==> src/rtl/serial_subtractor_pkg.sv <==
// Shared types for the bit-serial subtractor: FSM state encoding and default width.
package sub_pkg;
    localparam int DEFAULT_WIDTH = 4;

    typedef enum logic [1:0] {
        IDLE = 2'd0,
        BUSY = 2'd1,
        DONE = 2'd2
    } sub_state_t;
endpackage

==> src/rtl/serial_subtractor_if.sv <==
// Operation bus of the serial subtractor.
// Handshake: start is taken only in IDLE/DONE, and operands are sampled on that same edge; busy
// is high while bits are processed, done pulses for one cycle when diff/borrow update.
interface serial_subtractor_if
    import sub_pkg::*;
#(
    parameter int WIDTH = DEFAULT_WIDTH
);
    logic             start;
    logic [WIDTH-1:0] a;
    logic [WIDTH-1:0] b;
    logic             bin;
    logic             busy;
    logic             done;
    logic [WIDTH-1:0] diff;
    logic             borrow;

    modport master (
        output start, a, b, bin,
        input  busy, done, diff, borrow
    );

    modport slave (
        input  start, a, b, bin,
        output busy, done, diff, borrow
    );
endinterface

==> src/rtl/serial_subtractor_full_subtractor.sv <==
// One-bit full-subtractor cell: d = a - b - bin, with borrow-out bout.
module full_subtractor (
    input  logic a,
    input  logic b,
    input  logic bin,
    output logic d,
    output logic bout
);
    assign d    = a ^ b ^ bin;
    assign bout = (~a & b) | (~(a ^ b) & bin);
endmodule

==> src/rtl/serial_subtractor.sv <==
// Bit-serial subtractor: diff = a - b - bin over WIDTH cycles, LSB first, through one shared
// full-subtractor cell. The FSM state is exported on the state port for observation.
module serial_subtractor
    import sub_pkg::*;
#(
    parameter int WIDTH = DEFAULT_WIDTH
) (
    input  logic                clk,
    input  logic                rst,
    serial_subtractor_if.slave  bus,
    output sub_state_t          state
);
    localparam int              CW     = $clog2(WIDTH) + 1;
    localparam logic [1:0]      S_IDLE = IDLE;
    localparam logic [1:0]      S_BUSY = BUSY;
    localparam logic [1:0]      S_DONE = DONE;
    localparam logic [CW-1:0]   LAST   = CW'(WIDTH - 1);

    logic [1:0]       st;
    logic [CW-1:0]    cnt;
    logic [WIDTH-1:0] a_sr;
    logic [WIDTH-1:0] b_sr;
    logic [WIDTH-1:0] res_sr;
    logic             br;
    logic [WIDTH-1:0] diff_q;
    logic             borrow_q;
    logic             cell_d;
    logic             cell_bout;

    full_subtractor u_cell (
        .a    (a_sr[0]),
        .b    (b_sr[0]),
        .bin  (br),
        .d    (cell_d),
        .bout (cell_bout)
    );

    always_ff @(posedge clk) begin
        if (rst) begin
            st       <= S_IDLE;
            cnt      <= '0;
            a_sr     <= '0;
            b_sr     <= '0;
            res_sr   <= '0;
            br       <= 1'b0;
            diff_q   <= '0;
            borrow_q <= 1'b0;
        end else if (st == S_BUSY) begin
            // Operands shift right so the cell always sees the current bit at position 0.
            a_sr   <= a_sr >> 1;
            b_sr   <= b_sr >> 1;
            res_sr <= {cell_d, res_sr[WIDTH-1:1]};
            br     <= cell_bout;
            if (cnt == LAST) begin
                st       <= S_DONE;
                diff_q   <= {cell_d, res_sr[WIDTH-1:1]};
                borrow_q <= cell_bout;
            end else begin
                cnt <= cnt + 1'b1;
            end
        end else if (bus.start) begin
            // IDLE and DONE both accept a new operation, which gives back-to-back issue.
            a_sr <= bus.a;
            b_sr <= bus.b;
            br   <= bus.bin;
            cnt  <= '0;
            st   <= S_BUSY;
        end else begin
            st <= S_IDLE;
        end
    end

    assign bus.busy   = (st == S_BUSY);
    assign bus.done   = (st == S_DONE);
    assign bus.diff   = diff_q;
    assign bus.borrow = borrow_q;
    assign state      = sub_state_t'(st);
endmodule

==> src/flat_wrapper.sv <==
// flat-port wrapper written by rule: the top's interface ports become plain ports
module serial_subtractor_flat import sub_pkg::*;
#(
    parameter int WIDTH = DEFAULT_WIDTH
)
  (clk, rst, state, bus_start, bus_a, bus_b, bus_bin, bus_busy, bus_done, bus_diff, bus_borrow);
  serial_subtractor_if #(.WIDTH(WIDTH)) bus_i ();
  input  logic clk;
  input  logic rst;
  output sub_state_t state;
  input wire logic [$bits(bus_i.start)-1:0] bus_start;
  input wire logic [$bits(bus_i.a)-1:0] bus_a;
  input wire logic [$bits(bus_i.b)-1:0] bus_b;
  input wire logic [$bits(bus_i.bin)-1:0] bus_bin;
  output wire logic [$bits(bus_i.busy)-1:0] bus_busy;
  output wire logic [$bits(bus_i.done)-1:0] bus_done;
  output wire logic [$bits(bus_i.diff)-1:0] bus_diff;
  output wire logic [$bits(bus_i.borrow)-1:0] bus_borrow;
  assign bus_i.start = bus_start;
  assign bus_i.a = bus_a;
  assign bus_i.b = bus_b;
  assign bus_i.bin = bus_bin;
  assign bus_busy = bus_i.busy;
  assign bus_done = bus_i.done;
  assign bus_diff = bus_i.diff;
  assign bus_borrow = bus_i.borrow;
  serial_subtractor #(.WIDTH(WIDTH)) u_core (.clk(clk), .rst(rst), .bus(bus_i), .state(state));
endmodule
==> config.mk <==
export PLATFORM = sky130hd
export DESIGN_NAME = serial_subtractor_flat
export DESIGN_NICKNAME = d
export VERILOG_FILES = /design/src/rtl/serial_subtractor_pkg.sv /design/src/rtl/serial_subtractor_if.sv /design/src/rtl/serial_subtractor_full_subtractor.sv /design/src/rtl/serial_subtractor.sv /design/src/flat_wrapper.sv
export SDC_FILE = /design/constraint.sdc
export NUM_CORES = 1
export LEC_CHECK = 0
export BUFFER_PORTS_ARGS = -buffer_cell sky130_fd_sc_hd__buf_2
export CAP_MARGIN = 30
export CORE_MARGIN = 2
export CORE_UTILIZATION = 55
export CTS_BUF_LIST = sky130_fd_sc_hd__clkbuf_8
export DETAILED_ROUTE_END_ITERATION = 7
export PLACE_DENSITY = 0.81
export SLEW_MARGIN = 40
export SYNTH_ARGS = -nofsm -noshare
export SYNTH_HDL_FRONTEND = slang
export SYNTH_SLANG_ARGS = --single-unit
==> constraint.sdc <==
create_clock -name clk -period 2.5 [get_ports clk]
set_clock_uncertainty 0.1 [all_clocks]
set_input_delay 0.75 -clock clk [delete_from_list [all_inputs] [get_ports clk]]
set_output_delay 0.75 -clock clk [all_outputs]
set_load 0.01 [all_outputs]
# Yosys cells after proc, flatten, opt, wreduce, memory -nomap -nowiden

Index checks and enable logic that the tools add are counted.

Muxes and demuxes: 12
Equal/unequal tests: 5
Bitwise gates (word level): 7
Reduce and logical (&&, ||, !) cells: 4
Add/sub/neg operators: 1

Operator list:

| cell                  | number |
|---|---|
| $mux W3               | 7 |
| $mux W2               | 2 |
| $reduce_and A2 Y1     | 2 |
| $add A3 B1 Y3 const B | 1 |
| $eq A3 B2 Y1 const B  | 1 |
| $mux W1               | 3 |
| $and A1 B1 Y1         | 2 |
| $eq A2 B1 Y1 const B  | 1 |
| $eq A2 B2 Y1 const B  | 1 |
| $ne A2 B1 Y1 const B  | 1 |
| $ne A2 B2 Y1 const B  | 1 |
| $not A1 Y1            | 2 |
| $reduce_bool A2 Y1    | 1 |
| $reduce_or A2 Y1      | 1 |
| $xor A1 B1 Y1         | 2 |
| $or A1 B1 Y1          | 1 |

Output and inout port bits: 9
Flip-flop bits (word level): 23

# Longest topological paths before layout

Gate-level depths: netlist (run 1).

Depth in word-level cells: 5
Mapped depth: 6
Depth with buffers taken out: 5

# Hierarchy

Synthesis (run 1) repeated with hierarchy kept, for this count alone.

Cell total of the unflattened synthesis: 105
Area total of the unflattened synthesis: 959.7 µm²

By module, submodules not included:

| module            | area an instance (µm²) | instances | cells an instance |
|---|---|---|---|
| serial_subtractor | 928.4                  | 1         | 101 |
| full_subtractor   | 31.3                   | 1         | 4 |

# Worst setup path before layout (run 1)

OpenSTA, ideal clock, no wires.

Kind: flip-flop to output port
Start: reg u_core.st[0], in the netlist u_core.state[0]
End: out bus_done
Stages on the path, launching flop included: 2
Arrival time: 0.711 ns
Path slack: 0.939 ns
Path through: dfxtp_1 and2b_2

Cells in the longest elaborated chain, start to end: 1

Ends and longest elaborated chain:

| element                | line                    | source |
|---|---|---|
| start, declared        | serial_subtractor.sv:19 | `logic [1:0] st;` |
| start signal, assigned | serial_subtractor.sv:40 | `st <= S_IDLE;` |
| start signal, assigned | serial_subtractor.sv:55 | `st <= S_DONE;` |
| start signal, assigned | serial_subtractor.sv:67 | `st <= S_BUSY;` |
| $eq A2 B2 Y1           | serial_subtractor.sv:74 | `assign bus.done = (st == S_DONE);` |
| end, declared          | flat_wrapper.sv:16      | `output wire logic [$bits(bus_i.done)-1:0] bus_done;` |

No other way between the ends.

# Worst setup path after layout (run 1)

Start: reg u_core.st[1], in the netlist u_core.state[1]
End: out bus_busy

Cells in the longest elaborated chain, start to end: 1

Ends and longest elaborated chain:

| element       | line                    | source |
|---|---|---|
| $eq A2 B1 Y1  | serial_subtractor.sv:73 | `assign bus.busy = (st == S_BUSY);` |
| end, declared | flat_wrapper.sv:15      | `output wire logic [$bits(bus_i.busy)-1:0] bus_busy;` |

No other way between the ends.

==> flow_summary.yaml, run 1 <==
timing:
  worstMarginPinSlew_ns: 0.418
  rsz0062_at_grt: "no"
  layout_min_cycle_time_ns: 2.09
  timing.max_slew.rel_slack: 0.721
  slew_violations: 0
  fmax_mhz: 479
  setup_tns_ns: 0
  setup_viol: 0
  post-route-period-util: 0.834
  hold_viol_final: 0
worst_setup_path:
  cp-startpoint: "u_core.state[1]"
  endpoint_kind: "output pin"
  worst-r2r-cell-count: 5
  r2r_end: "u_core.cnt[1]"
  cp.arrival_ns: 1.24
  crit_fanout: 22
  criticalPathCategory: "register to output pin"
  endpoint: "bus_busy"
  critPathLaunchType: "register"
  cp.required_ns: 1.65
  r2r-start: "u_core.cnt[0]"
  r2r_slack_ns: 0.85
global_routing:
  gr-usage-met2: 0.290
  use_met1: 0.243
  grt_pass1_vias: 630
  grt_max_degree: 23
  grt_first_pass_wirelength_um: 2800
  gr-total-overflow: 0
  top_usage_layer: "met2"
  antenna_found_initial: 0
  use_met3: 0.0357
  grt_usage: 0.192
clock_tree:
  clk_latency_ns: 0.26
  holdBufCountCts: 0
  cts_resized: 0
  cts_setup_buffers: 0
  numCtsBuffers: 3
  clock-sinks: 22
  root_buffer: "clkbuf_8"
  clkTransAtPathRegs_ns: 0.08
  cts_buffer_depth: 2
  cts_tree: "done"
  htreeDepth: 1
drt:
  vias_per_cell: 5.29
  routedWlPerCell_um: 12.0
  ant_nets: 0
  totalWireLength_um: 1640
  dr.pass1.iters: 3
  num_vias: 725
  drt_iter0_drc: 4
  route.detailed.drc: 0
layout:
  drive_gt1_frac: 0.258
  multiInputGateArea_sq_um: 455
  seq_area_sq_um: 440
  area_delta_synth_final_pct: 15.7
  final_common_cell: "dfxtp_1"
  diodes: 0
  fill_cells: 143
  final_nets: 136
  layout_common_cells: "dfxtp_1, buf_2, nand2_1, a21oi_1, mux2i_1"
flow_run:
  drv_cap: 0
yosys:
  post-synth-top-area-cell: "dfxtp_1"
  syn_area_per_cell_sq_um: 9.38
  ys_ff_latch: 22
  ys_types: 27
  synth_top_area_share: 0.460
  yosysSeqAreaShare: 0.460
  yosys_warnings: 0
  netlist_area_sq_um: 957
  synthCells: 102
  yosys-top-cells-area: "dfxtp_1, mux2i_1, nand2_1"
  syn-num-nets: 117
floorplan:
  ioPinCount: 21
  start_util: 0.567
  num_rows: 15
  die_h_um: 45.7
  fp.dieW_um: 45.7
  core-area_sq_um: 1690
  dieArea_sq_um: 2090
status:
  status: "finished clean"
worst_hold_path:
  min_path_type: "register to register"
  min_path_cells: 2
power:
  ir_drop_mv: 0.482
  cellPowerDensity_nw_per_um2: 699
  cellLeakagePower_nw: 0.478
  finalPower_mw: 0.774
place:
  post-dp-hpwl_um: 1170
  gp_congestion: 0.742
  port_buffers: 20
-- worst min path at each step --
stage,to,start,slack [ns]
after floorplan,u_core.bus.diff[0],u_core.res_sr[1],0.33
after global placement,u_core.bus.diff[0],u_core.bus.diff[0],0.34
after detailed placement,u_core.bus.diff[1],u_core.bus.diff[1],0.34
after CTS,u_core.bus.diff[1],u_core.bus.diff[1],0.36
after global routing,u_core.res_sr[1],u_core.res_sr[1],0.38
final,u_core.bus.diff[1],u_core.bus.diff[1],0.36
-- power by group --
part	total, mW	switching (mW)	internal, mW
clock	0.321	0.107	0.214
combinational	0.0747	0.0416	0.0331
sequential	0.379	0.0113	0.367
total	0.774	0.160	0.614
-- registers in the layout (all words and copies together), names as in the netlist --
| signal | flops |
|---|---|
| u_core.a_sr | 4 |
| u_core.state | 2 |
| u_core.res_sr | 3 |
| u_core.cnt | 3 |
| u_core.br | 1 |
| u_core.b_sr | 4 |
| u_core.bus.borrow | 1 |
| u_core.bus.diff | 4 |
-- routing by layer --
layer,part of all wire,up-vias
met4,0.029,0
met1,0.50,323
met2,0.44,11
met3,0.021,4
li1,-,387
met5,0,-
-- metrics by stage --
step	hold slack, ns	instance area [sq um]	instances	utilization	setup slack [ns]
floorplan	0.332	957	102	-	0.939
global placement	0.342	1040	133	0.613	0.746
detailed placement	0.344	1040	133	0.613	0.697
CTS	0.355	1110	137	0.656	0.404
global route	0.381	1110	137	0.656	0.302
finish	0.355	1110	137	0.656	0.414
-- Yosys cell counts (all sizes together) --
cell and n:
nand2 18, nor2 8, clkbuf 2, and2b 1, buf 4, dfxtp 22, a21oi 8, o211a 1
nand2b 1, mux2i 8, nand3 2, nor3 2, nand3b 2, nor4b 1, fa 1, inv 5
a31oi 3, ha 2, and3b 1, or3 1, a211oi 9
-- critical path: stages (launching register included) --
cell and delay [ns]:
dfxtp_1 0.40, nand2b_4 0.29, inv_2 0.12, buf_2 0.16
-- final cells by class --
cell class | count | share of cell area
inverters | 5 | 0.0169
flip-flops and latches | 22 | 0.398
well taps | 17 | 0.0192
repair buffers | 20 | 0.0904
multi-input cells | 69 | 0.411
clock inverters | 1 | 0.0271
clock buffers | 3 | 0.0373
-- cell families (layout without fill, tap and decap cells) --
| kind of cell | Yosys count | after routing | share of synthesized area |
|---|---|---|---|
| muxes | 8 | 8 | 0.0837 |
| adders and majority gates | 3 | 3 | 0.0471 |
| DFF | 22 | 22 | 0.460 |
| buffers and inverters | 11 | 29 | 0.0640 |
| and+or+nand+nor | 37 | 37 | 0.192 |
| AOI/OAI and AO/OA | 21 | 21 | 0.153 |
Note: power is estimated with default switching activity, not from simulation.
==> run 2, diff against run 1 <==
- CORE_UTILIZATION: 55 -> 49
- PLACE_DENSITY: 0.81 -> 0.76
- clock period: 2.5 -> 1.8 ns (I/O delays scaled with it)
==> run 2 against run 1 <==
Compared with the run above:
- die area grew 11%
- sequential power rose by 39%
- non-clock buffer count grew 1
- sequential share of layout area rose by 0.45 points
- critical path depth unchanged
- global-route usage is 1.3 points lower
- cell area decreased by 1.1%
- clock power fell by 8.4%
- register-to-register slack worse by 0.66 ns
- first-iteration DRC count grew to 3.5 times the previous value
==> flow_summary.yaml, run 2 (same netlist as run 1, synthesis figures left out) <==
power:
  power_frac_seq: 0.567
  comb_power_share: 0.116
  swShare: 0.238
  switching_power_mw: 0.221
  power.share.clock: 0.317
  ir_drop_mv: 0.505
  cellLeakagePower_nw: 0.469
  cellPowerDensity_nw_per_um2: 849
  p_int_mw: 0.708
flow_run:
  drv_cap: 0
worst_setup_path:
  endpoint: "bus_busy"
  crit_fanout: 8
  critPathLaunchType: "register"
  r2r-start: "u_core.cnt[0]"
  cp.required_ns: 1.16
  cp.arrival_ns: 1.09
  worst-r2r-cell-count: 5
  r2r_end: "u_core.bus.borrow"
  criticalPathCategory: "register to output pin"
  endpoint_kind: "output pin"
  r2r_slack_ns: 0.19
  cp-startpoint: "u_core.state[0]"
clock_tree:
  clock-sinks: 22
  clk_latency_ns: 0.26
  cts_buffer_depth: 2
  clkTransAtPathRegs_ns: 0.07
  htreeDepth: 1
  numCtsBuffers: 3
  cts_setup_buffers: 0
  root_buffer: "clkbuf_8"
  cts_tree: "done"
  holdBufCountCts: 0
  cts_resized: 0
timing:
  timing.max_slew.rel_slack: 0.713
  fmax_mhz: 577
  hold_viol_final: 0
  fin_ws_ns: 0.0678
  rsz0062_at_grt: "no"
  worstMarginPinSlew_ns: 0.430
  layout_min_cycle_time_ns: 1.73
  setup_tns_ns: 0
  setup_viol: 0
  slew_violations: 0
  post-route-period-util: 0.962
drt:
  num_vias: 786
  drt_iter0_drc: 14
  totalWireLength_um: 1770
  dr.pass1.iters: 4
  ant_nets: 0
  route.detailed.drc: 0
  routedWlPerCell_um: 12.2
  vias_per_cell: 5.42
place:
  dp_slack_ns: 0.223
  port_buffers: 20
  post-dp-hpwl_um: 1260
  gp_congestion: 0.727
layout:
  area_delta_synth_final_pct: 14.4
  drive_gt1_frac: 0.258
  final_common_cell: "dfxtp_1"
  diodes: 0
  layout_common_cells: "dfxtp_1, buf_2, nand2_1, a21oi_1, mux2i_1"
  final_nets: 137
floorplan:
  fp.dieW_um: 48.2
  ioPinCount: 21
  dieArea_sq_um: 2320
  num_rows: 15
  start_util: 0.537
  die_h_um: 48.2
  core-area_sq_um: 1780
global_routing:
  grt_max_degree: 23
  gr-total-overflow: 0
  grt_pass1_vias: 712
  antenna_found_initial: 0
  grt_first_pass_wirelength_um: 2860
  grt_usage: 0.179
worst_hold_path:
  min_path_type: "register to register"
status:
  status: "finished clean"
-- run 2: cell type report --
class                   instances  area, sq um
clock buffers                   3         41.3
fillers                       178          688
inverters                       5         18.8
multi-input cells              69          455
flip-flops and latches         22          440
well taps                      25         31.3
repair buffers                 21          108
-- run 2: power by group through the flow --
stage / Combinational (mW) / Sequential, mW / Clock, mW
floorplan: 0.0815 / 0.534 / 0
global placement: 0.106 / 0.536 / 0
detailed placement: 0.108 / 0.538 / 0
CTS: 0.108 / 0.527 / 0.302
global route: 0.121 / 0.529 / 0.321
finish: 0.108 / 0.527 / 0.294
-- run 2: layer usage --
metal / vias up / share of wire / routed length, um / global-route usage
met5: - / 0 / 0 / 0
met4: 0 / 0.020 / 36 / 0.0865
met3: 6 / 0.040 / 71 / 0.0556
met2: 18 / 0.46 / 812 / 0.261
met1: 375 / 0.48 / 852 / 0.239
li1: 387 / - / - / -
-- run 2: worst max-delay path, cell delays in order (launching register included) --
cell and delay (ns):
dfxtp_1 0.44, nand2b_4 0.07, inv_2 0.15, buf_2 0.16
-- run 2: worst min-delay path by stage --
stage	start	end	cells after the start
finish	u_core.bus.diff[2]	u_core.bus.diff[2]	2
detailed placement	u_core.bus.diff[2]	u_core.bus.diff[2]	2
floorplan	u_core.res_sr[1]	u_core.bus.diff[0]	2
CTS	u_core.bus.diff[2]	u_core.bus.diff[2]	2
global route	u_core.bus.diff[0]	u_core.bus.diff[0]	2
global placement	u_core.bus.diff[2]	u_core.bus.diff[2]	2
-- run 2: stage by stage --
stage | hold slack [ns] | total power, mW | instance area [sq um] | instances | util
6_report | 0.353 | 0.929 | 1090 | 145 | 0.614
5_1_grt | 0.377 | 0.972 | 1090 | 145 | 0.614
4_1_cts | 0.354 | 0.938 | 1090 | 145 | 0.614
3_5_place_dp | 0.343 | 0.646 | 1050 | 142 | 0.591
3_3_place_gp | 0.343 | 0.642 | 1050 | 142 | 0.591
2_1_floorplan | 0.332 | 0.616 | 957 | 102 | -
==> run 3, diff against run 2 <==
- CORE_UTILIZATION: 49 -> 54
- PLACE_DENSITY: 0.76 -> 0.79
- clock period: 1.8 -> 1.7 ns (I/O delays scaled with it)
==> run 3 against run 2 <==
Compared with the run above:
- core utilization grew 5.0 points
- total power grew 25%
- wire length grew 4.3%
- clock power grew 66%
- setup slack got worse by 0.0025 ns
- critical path type unchanged
- largest cell class unchanged
- largest power group unchanged
==> flow_summary.yaml, run 3 (same netlist as run 1, synthesis figures left out) <==
status:
  status: "finished clean"
worst_setup_path:
  cp.required_ns: 1.09
  criticalPathCategory: "register to output pin"
  cp-startpoint: "u_core.state[0]"
  path_depth: 2
  path_cells: "and2b_2, buf_2"
  cp.arrival_ns: 1.02
  worst-r2r-cell-count: 5
  r2r_end: "u_core.bus.borrow"
  cp.buffers_inverters: 1
  r2r-start: "u_core.cnt[0]"
  r2r_slack_ns: 0.14
  endpoint_kind: "output pin"
  crit_fanout: 6
  endpoint: "bus_done"
  critPathLaunchType: "register"
  cp_top_family: "flip-flops"
  crit_path_max_incr_delay_ns: 0.40
  crit_slowest_cell: "dfxtp_2"
clock_tree:
  clk_latency_ns: 0.27
  cts_tree: "done"
  htreeDepth: 1
  numCtsBuffers: 3
  clkTransAtPathRegs_ns: 0.08
  holdBufCountCts: 0
  clock-sinks: 22
  root_buffer: "clkbuf_8"
  cts_buffer_depth: 2
power:
  swShare: 0.220
  power.share.clock: 0.419
  power_frac_seq: 0.480
  switching_power_mw: 0.257
  ir_drop_mv: 0.552
  cellPowerDensity_nw_per_um2: 1040
  comb_power_share: 0.101
  p_int_mw: 0.907
  finalPower_mw: 1.16
  cellLeakagePower_nw: 0.483
timing:
  post-route-period-util: 0.962
  layout_min_cycle_time_ns: 1.63
  setup_tns_ns: 0
  worstMarginPinSlew_ns: 0.405
  hold_viol_final: 0
  fmax_mhz: 612
  slew_violations: 0
  timing.max_slew.rel_slack: 0.730
  setup_viol: 0
  fin_ws_ns: 0.0654
  rsz0062_at_grt: "no"
global_routing:
  grt_usage: 0.207
  grt_pass1_vias: 721
  grt_first_pass_wirelength_um: 3100
  gr-total-overflow: 0
  antenna_found_initial: 0
  grt_max_degree: 23
floorplan:
  ioPinCount: 21
  start_util: 0.567
  dieArea_sq_um: 2130
  fp.dieW_um: 46.1
  core-area_sq_um: 1690
  num_rows: 15
  die_h_um: 46.1
place:
  post-dp-hpwl_um: 1210
  port_buffers: 20
  gp_congestion: 0.753
  dp_slack_ns: 0.103
  placed_area_sq_um: 1040
layout:
  layout_common_cells: "buf_2, dfxtp_1, nand2_1, a21oi_1, mux2i_1"
  final_nets: 137
  seq_area_sq_um: 443
  fill_cells: 141
  multiInputGateArea_sq_um: 457
  diodes: 0
  area_delta_synth_final_pct: 17.1
  drive_gt1_frac: 0.289
  final_cell_area_sq_um: 1120
drt:
  num_vias: 788
  routedWlPerCell_um: 13.4
  ant_nets: 0
  dr.pass1.iters: 4
  route.detailed.drc: 0
  drt_iter0_drc: 16
  vias_per_cell: 5.71
  totalWireLength_um: 1850
worst_hold_path:
  min_from: "u_core.bus.diff[2]"
  min_path_type: "register to register"
flow_run:
  drv_cap: 0
-- run 3: cell count changes in the layout (fill, tap and decap cells not counted), sizes merged --
cell    delta
bufinv     +1
-- run 3: repair_timing --
| action | 4_1_cts | 5_1_grt |
|---|---|---|
| resized for setup | 2 | 2 |
| setup endpoints to repair | 1 | 9 |
| buffers inserted | 0 | 0 |
-- run 3: how the worst min path moves through the flow --
stage,end,slack (ns),depth (start not counted)
after floorplan,u_core.bus.diff[0],0.33,2
after global placement,u_core.bus.diff[1],0.34,2
after detailed placement,u_core.bus.diff[2],0.34,2
after CTS,u_core.bus.diff[2],0.35,2
after global routing,u_core.bus.diff[1],0.38,2
final,u_core.bus.diff[2],0.35,2
-- run 3: stage by stage --
stage	hold WS [ns]	instances	util
after global placement	0.340	134	0.618
after CTS	0.355	138	0.662
after floorplan	0.332	102	-
final	0.352	138	0.664
after global routing	0.385	138	0.664
after detailed placement	0.344	134	0.618
-- run 3: per-layer routing --
layer	wire length (um)	vias to the layer above	track usage
met3	83	5	0.0431
met2	893	22	0.322
li1	-	391	-
met1	831	370	0.258
met5	0	-	0
met4	41	0	0.126
-- run 3: final cells by class --
class,count,area share
Multi-Input combinational cell,69,0.407
Sequential cell,22,0.395
Timing Repair Buffer,21,0.0960
Clock buffer,3,0.0368
Clock inverter,1,0.0268
Inverter,5,0.0190
Tap cell,17,0.0190
-- run 3: power by group through the flow --
stage / Combinational [mW] / Sequential (mW) / Clock, mW
detailed placement: 0.115 / 0.569 / 0
CTS: 0.118 / 0.558 / 0.496
global route: 0.134 / 0.562 / 0.520
global placement: 0.112 / 0.568 / 0
finish: 0.118 / 0.559 / 0.487
floorplan: 0.0862 / 0.566 / 0
-- run 3: worst min-delay path: cells and delay by family, from the launching register on --
family / cells / cell delay [ns]
flops: 1 / 0.31
compound gates: 1 / 0.05
simple gates: 1 / 0.05
